===== src/rtl/switch_debounce_if.sv =====
// Front-panel switch bundle: raw active-low switches in, debounced levels/pulses/LED drive out.
interface switch_debounce_if;
  logic sw1_i;
  logic sw2_i;
  logic state1_o;
  logic state2_o;
  logic press1_o;
  logic press2_o;
  logic release1_o;
  logic release2_o;
  logic long1_o;
  logic long2_o;
  logic led1_o;
  logic led2_o;

  modport master (
    output sw1_i, sw2_i,
    input  state1_o, state2_o, press1_o, press2_o, release1_o, release2_o,
    input  long1_o, long2_o, led1_o, led2_o
  );

  modport slave (
    input  sw1_i, sw2_i,
    output state1_o, state2_o, press1_o, press2_o, release1_o, release2_o,
    output long1_o, long2_o, led1_o, led2_o
  );
endinterface


===== src/rtl/switch_debounce.sv =====
// Two-channel switch synchroniser/debouncer with press/release pulses and LED mirroring.
// Optional long-press detection is built only when LONG_PRESS_EN is defined.
module switch_debounce #(
  parameter int unsigned DB_CYCLES   = 100000,
  parameter int unsigned LONG_CYCLES = 10000000
) (
  input  logic             clk,
  input  logic             rst_n,
  switch_debounce_if.slave bus
);

  localparam int unsigned NCH    = 2;
  localparam int unsigned DB_W   = 20;
  localparam int unsigned LONG_W = 24;
  localparam logic [DB_W-1:0] DB_LAST = DB_W'(DB_CYCLES - 1);

  if (DB_CYCLES < 2 || DB_CYCLES > 32'hF_FFFF) begin : g_bad_db
    $error("switch_debounce: DB_CYCLES out of range");
  end
  if (LONG_CYCLES < 2 || LONG_CYCLES > 32'hFF_FFFF) begin : g_bad_long
    $error("switch_debounce: LONG_CYCLES out of range");
  end

  logic [NCH-1:0]  sw_n;
  logic [NCH-1:0]  sync1_q, sync2_q;
  logic [NCH-1:0]  state_q, state_d;
  logic [NCH-1:0]  press_q, press_d;
  logic [NCH-1:0]  rel_q, rel_d;
  logic [NCH-1:0]  long_q;
  logic [DB_W-1:0] db_cnt_q [NCH];
  logic [DB_W-1:0] db_cnt_d [NCH];

  assign sw_n = {bus.sw2_i, bus.sw1_i};

  // Count consecutive samples that disagree with the accepted level.
  always_comb begin
    state_d = state_q;
    press_d = '0;
    rel_d   = '0;
    for (int ch = 0; ch < NCH; ch++) begin
      db_cnt_d[ch] = db_cnt_q[ch];
      if (sync2_q[ch] == state_q[ch]) begin
        db_cnt_d[ch] = '0;
      end else if (db_cnt_q[ch] == DB_LAST) begin
        state_d[ch]  = ~state_q[ch];
        db_cnt_d[ch] = '0;
        press_d[ch]  = sync2_q[ch];
        rel_d[ch]    = ~sync2_q[ch];
      end else begin
        db_cnt_d[ch] = db_cnt_q[ch] + DB_W'(1);
      end
    end
  end

  // Synchroniser is inverted at the input so 1 means pressed.
  always_ff @(posedge clk or negedge rst_n) begin
    if (!rst_n) begin
      sync1_q <= '0;
      sync2_q <= '0;
      state_q <= '0;
      press_q <= '0;
      rel_q   <= '0;
      for (int ch = 0; ch < NCH; ch++) db_cnt_q[ch] <= '0;
    end else begin
      sync1_q <= ~sw_n;
      sync2_q <= sync1_q;
      state_q <= state_d;
      press_q <= press_d;
      rel_q   <= rel_d;
      for (int ch = 0; ch < NCH; ch++) db_cnt_q[ch] <= db_cnt_d[ch];
    end
  end

`ifdef LONG_PRESS_EN
  localparam logic [LONG_W-1:0] LONG_LAST = LONG_W'(LONG_CYCLES - 1);
  localparam logic [LONG_W-1:0] LONG_PRE  = LONG_W'(LONG_CYCLES - 2);

  logic [NCH-1:0]    long_d;
  logic [LONG_W-1:0] long_cnt_q [NCH];
  logic [LONG_W-1:0] long_cnt_d [NCH];

  // Hold timer saturates so a single press yields at most one pulse.
  always_comb begin
    long_d = '0;
    for (int ch = 0; ch < NCH; ch++) begin
      long_cnt_d[ch] = long_cnt_q[ch];
      if (!state_q[ch]) begin
        long_cnt_d[ch] = '0;
      end else if (long_cnt_q[ch] != LONG_LAST) begin
        long_cnt_d[ch] = long_cnt_q[ch] + LONG_W'(1);
        long_d[ch]     = (long_cnt_q[ch] == LONG_PRE);
      end
    end
  end

  always_ff @(posedge clk or negedge rst_n) begin
    if (!rst_n) begin
      long_q <= '0;
      for (int ch = 0; ch < NCH; ch++) long_cnt_q[ch] <= '0;
    end else begin
      long_q <= long_d;
      for (int ch = 0; ch < NCH; ch++) long_cnt_q[ch] <= long_cnt_d[ch];
    end
  end
`else
  assign long_q = '0;
`endif

  assign bus.state1_o   = state_q[0];
  assign bus.state2_o   = state_q[1];
  assign bus.press1_o   = press_q[0];
  assign bus.press2_o   = press_q[1];
  assign bus.release1_o = rel_q[0];
  assign bus.release2_o = rel_q[1];
  assign bus.long1_o    = long_q[0];
  assign bus.long2_o    = long_q[1];
  assign bus.led1_o     = state_q[0];
  assign bus.led2_o     = state_q[1];

endmodule


===== src/flat_wrapper.sv =====
// flat-port wrapper written by rule: the top's interface ports become plain ports
module switch_debounce_flat 
#(
  parameter int unsigned DB_CYCLES   = 100000,
  parameter int unsigned LONG_CYCLES = 10000000
)
  (clk, rst_n, bus_sw1_i, bus_sw2_i, bus_state1_o, bus_state2_o, bus_press1_o, bus_press2_o, bus_release1_o, bus_release2_o, bus_long1_o, bus_long2_o, bus_led1_o, bus_led2_o);
  switch_debounce_if bus_i ();
  input  logic clk;
  input  logic rst_n;
  input wire logic [$bits(bus_i.sw1_i)-1:0] bus_sw1_i;
  input wire logic [$bits(bus_i.sw2_i)-1:0] bus_sw2_i;
  output wire logic [$bits(bus_i.state1_o)-1:0] bus_state1_o;
  output wire logic [$bits(bus_i.state2_o)-1:0] bus_state2_o;
  output wire logic [$bits(bus_i.press1_o)-1:0] bus_press1_o;
  output wire logic [$bits(bus_i.press2_o)-1:0] bus_press2_o;
  output wire logic [$bits(bus_i.release1_o)-1:0] bus_release1_o;
  output wire logic [$bits(bus_i.release2_o)-1:0] bus_release2_o;
  output wire logic [$bits(bus_i.long1_o)-1:0] bus_long1_o;
  output wire logic [$bits(bus_i.long2_o)-1:0] bus_long2_o;
  output wire logic [$bits(bus_i.led1_o)-1:0] bus_led1_o;
  output wire logic [$bits(bus_i.led2_o)-1:0] bus_led2_o;
  assign bus_i.sw1_i = bus_sw1_i;
  assign bus_i.sw2_i = bus_sw2_i;
  assign bus_state1_o = bus_i.state1_o;
  assign bus_state2_o = bus_i.state2_o;
  assign bus_press1_o = bus_i.press1_o;
  assign bus_press2_o = bus_i.press2_o;
  assign bus_release1_o = bus_i.release1_o;
  assign bus_release2_o = bus_i.release2_o;
  assign bus_long1_o = bus_i.long1_o;
  assign bus_long2_o = bus_i.long2_o;
  assign bus_led1_o = bus_i.led1_o;
  assign bus_led2_o = bus_i.led2_o;
  switch_debounce #(.DB_CYCLES(DB_CYCLES), .LONG_CYCLES(LONG_CYCLES)) u_core (.clk(clk), .rst_n(rst_n), .bus(bus_i));
endmodule

===== config.mk =====
export PLATFORM = sky130hd
export DESIGN_NAME = switch_debounce_flat
export DESIGN_NICKNAME = d
export VERILOG_FILES = /design/src/rtl/switch_debounce_if.sv /design/src/rtl/switch_debounce.sv /design/src/flat_wrapper.sv
export SDC_FILE = /design/constraint.sdc
export NUM_CORES = 1
export LEC_CHECK = 0
export BUFFER_PORTS_ARGS = -buffer_cell sky130_fd_sc_hd__buf_4
export CORE_UTILIZATION = 25
export CTS_CLUSTER_DIAMETER = 200
export DETAILED_ROUTE_END_ITERATION = 6
export GPL_TIMING_DRIVEN = 0
export HOLD_SLACK_MARGIN = 0.12
export PLACE_DENSITY = 0.36
export SLEW_MARGIN = 25
export SYNTH_ARGS = -nofsm -noshare
export SYNTH_HDL_FRONTEND = slang
export SYNTH_SLANG_ARGS = --single-unit

===== constraint.sdc =====
create_clock -name clk -period 3.4 [get_ports clk]
set_input_delay 0.51 -clock clk [delete_from_list [all_inputs] [get_ports clk]]
set_output_delay 0.51 -clock clk [all_outputs]
set_load 0.03 [all_outputs]

==> results_dict.tcl <==
set metrics [dict create \
    p_total_mw 1.022 \
    rr_worst_depth 7 \
    crit_cells 7 \
    portBuffers 11 \
    max-slew-margin-rel 0.5631 \
    critPathLaunch "u_core.db_cnt_q[0]" \
    path_delay_family "compound AO/OA/AOI/OAI gates" \
    fin_crit_ns 2.095 \
    required_ns 3.60 \
    die_h_microns 101.0 \
    yosysSeqAreaShare 0.5110 \
    grt-ovfl-total 0 \
    drc 0 \
    maxSlewViolCount 0 \
    grt.total_usage 0.1186 \
    tns_ns 0 \
    yosysWarnings 0 \
    htreeDepth 2 \
    numCtsBuffers 5 \
    synth_common_cells "50 x dfrtp_1, 38 x nor2_1, 19 x xnor2_1, 13 x nand3_1, 12 x xor2_1" \
    floorplan.rows 35 \
    grt_first_pass_wirelength_mm 9.273 \
    crit_path_max_fanout 10 \
    layout.nets 263 \
    dr_total_vias 1711 \
    firstDrtPassIters 4 \
    syn_to_final_growth_pct 13.85 \
    via_per_inst 4.421 \
    clk_path_buf_depth 2 \
    antenna_found_initial 0 \
    fin_skew_ns 0.006546 \
    synth_largest_area_cell "dfrtp_1" \
    ys_ff_latch 50 \
    yosysUniqueCellTypes 39 \
    worstSetupEndpointType "register" \
    max_freq_mhz 477.4 \
    ant_nets 0 \
    io-pin-count 14 \
    post-cts-setup-buffer-count 0 \
    wl_mm 5.199 \
    initial_core_util 0.2613 \
    rsz0062_at_grt "false" \
    synth_edf_count 0 \
    critical-path-max-stage-delay_ns 0.56 \
    fin_crit_sh 0.6161 \
    ys.flop_type "dfrtp_1" \
    syn-cell-area_sq_um 2449 \
    ir_worst_vdd_mv 0.1348 \
    cts_num_sinks 50 \
    hp-class "primary input to async pin" \
    first_global_vias 1804 \
    yosys-top-cells-area "dfrtp_1 51%, xnor2_1 6.8%, nor2_1 5.8%" \
    synth_area_per_cell_sq_um 10.29 \
    die_area_sq_um 10190 \
    tightest_slew_ns 0.6553 \
    initialDrtViolationCount 25 \
    synth_top_area_share 0.5110 \
    drv_cap 0 \
    clock-root-buffer "clkbuf_8" \
    drive_above_1_share 0.1434 \
    clk_pin_slew_ns 0.10 \
    setup-violations-final 0 \
    leakagePower_nw 1.183 \
    crit_arrival_ns 2.29 \
    synth.most_common_cell "dfrtp_1" \
    cp_slowest_cell "o31ai_2" \
    die_w_microns 101.0 \
    antennaDiodeCount 0 \
    gp_congestion 0.7488 \
    worstSkewPairLatency_ns 0.30 \
    critPathBufInv 2 \
    startpoint_type "register" \
    dp.final_hpwl_mm 3.500 \
    wl_per_cell_microns 13.43 \
    synth-async-reset-ratio 1.000 \
    grt_max_degree 51 \
    synthCells 238 \
    p_per_area_nw_per_um2 366.8 \
    core_region_area_sq_um 9371 \
    reg2reg_from "u_core.db_cnt_q[0]" \
    path_class "register to register" \
    cts_tree "yes" \
    outcome "finished clean" \
    post_cts_resized 0 \
    ctsHoldBuffers 0 \
    path_cells "ha_1 > and3_1 > buf_2 > nand2_2 > o31ai_2 > buf_4 > nor2_1" \
    hold_violations 0 \
]
[per-layer routing]
layer	vias to the layer above	wire length [microns]	track usage
li1	863	-	-
met1	817	2763	0.1686
met2	19	2186	0.1739
met3	12	126	0.02497
met4	0	123	0.04905
met5	-	0	0
[state kept, by name, summed over array words and instances (netlist names)]
register	flops
u_core.state_q	2
u_core.sync1_q	2
u_core.sync2_q	2
u_core.rel_q	2
u_core.press_q	2
u_core.db_cnt_q	40
[layout by cell type, fill, tap and decap left out, types with 6 or more instances in the layout]
| cell | synthesis | layout |
|---|---|---|
| dfrtp_1 | 50 | 50 |
| nor2_1 | 38 | 38 |
| xnor2_1 | 19 | 19 |
| buf_4 | 5 | 16 |
| nand3_1 | 13 | 13 |
| xor2_1 | 12 | 12 |
| nand4_1 | 10 | 10 |
| nand2_1 | 9 | 9 |
| nor3_1 | 7 | 7 |
| buf_2 | 6 | 6 |
| and3_1 | 6 | 6 |
| nor4_1 | 6 | 6 |
| clkbuf_8 | 0 | 6 |
[final timing paths]
kind | to | slack [ns]
min in group clk | u_core.sync1_q[1] | 0.33
setup reg to reg | u_core.db_cnt_q[12] | 1.31
setup / recovery | u_core.db_cnt_q[12] | 1.31
hold / removal | u_core.press_q[0] | 0.24
max in group asynchronous | u_core.db_cnt_q[35] | 2.73
hold reg to reg | u_core.sync2_q[0] | 0.36
[area by class of cell]
class                   instances  area [sq um]
inverters                       5         18.77
repair buffers                 11         82.58
multi-input cells             173          1115
plain buffers                  11         67.56
flip-flops and latches         50          1251
clock inverters                 1         5.005
clock buffers                   7         86.33
well taps                     129         161.4
fillers                      1006          6584
[power by group]
group,total (mW),switching (mW),leakage [nW],internal [mW]
sequential,0.610,0.00793,0.684,0.602
combinational,0.0407,0.0285,0.450,0.0122
clock,0.371,0.206,0.0482,0.165
total,1.02,0.243,1.18,0.779
[through the flow]
| step | util | setup slack (ns) | hold WS, ns | area, sq um | cells |
|---|---|---|---|---|---|
| detailed placement | 0.2877 | 1.300 | 0.3355 | 2696 | 379 |
| CTS | 0.2975 | 1.285 | 0.2650 | 2788 | 387 |
| floorplan | - | 1.666 | 0.2144 | 2452 | 239 |
| global route | 0.2975 | 1.145 | 0.2833 | 2788 | 387 |
| finish | 0.2975 | 1.305 | 0.2381 | 2788 | 387 |
| global placement | 0.2877 | 1.256 | 0.3336 | 2696 | 379 |
[worst register-to-register path: cells and delay by family, from the launching register on]
kind	cells	cell delay (ns)
buf+inv	2	0.50
flops	1	0.40
fa+ha+maj	1	0.22
simple gates	3	0.32
compound gates	1	0.56
[cell families (layout without fill, tap and decap cells)]
logic type / count (synthesis) / after routing / share of synthesized area
buffers and inverters: 16 / 35 / 0.03526
other: 1 / 2 / 0.001531
xor gates and xnor gates: 31 / 31 / 0.1109
adders and majority gates: 2 / 2 / 0.01022
muxes: 4 / 4 / 0.01890
and+or+nand+nor: 118 / 118 / 0.2713
AOI/OAI and AO/OA: 16 / 16 / 0.04088
DFF: 50 / 50 / 0.5110
(Power assumes the default switching activity.)
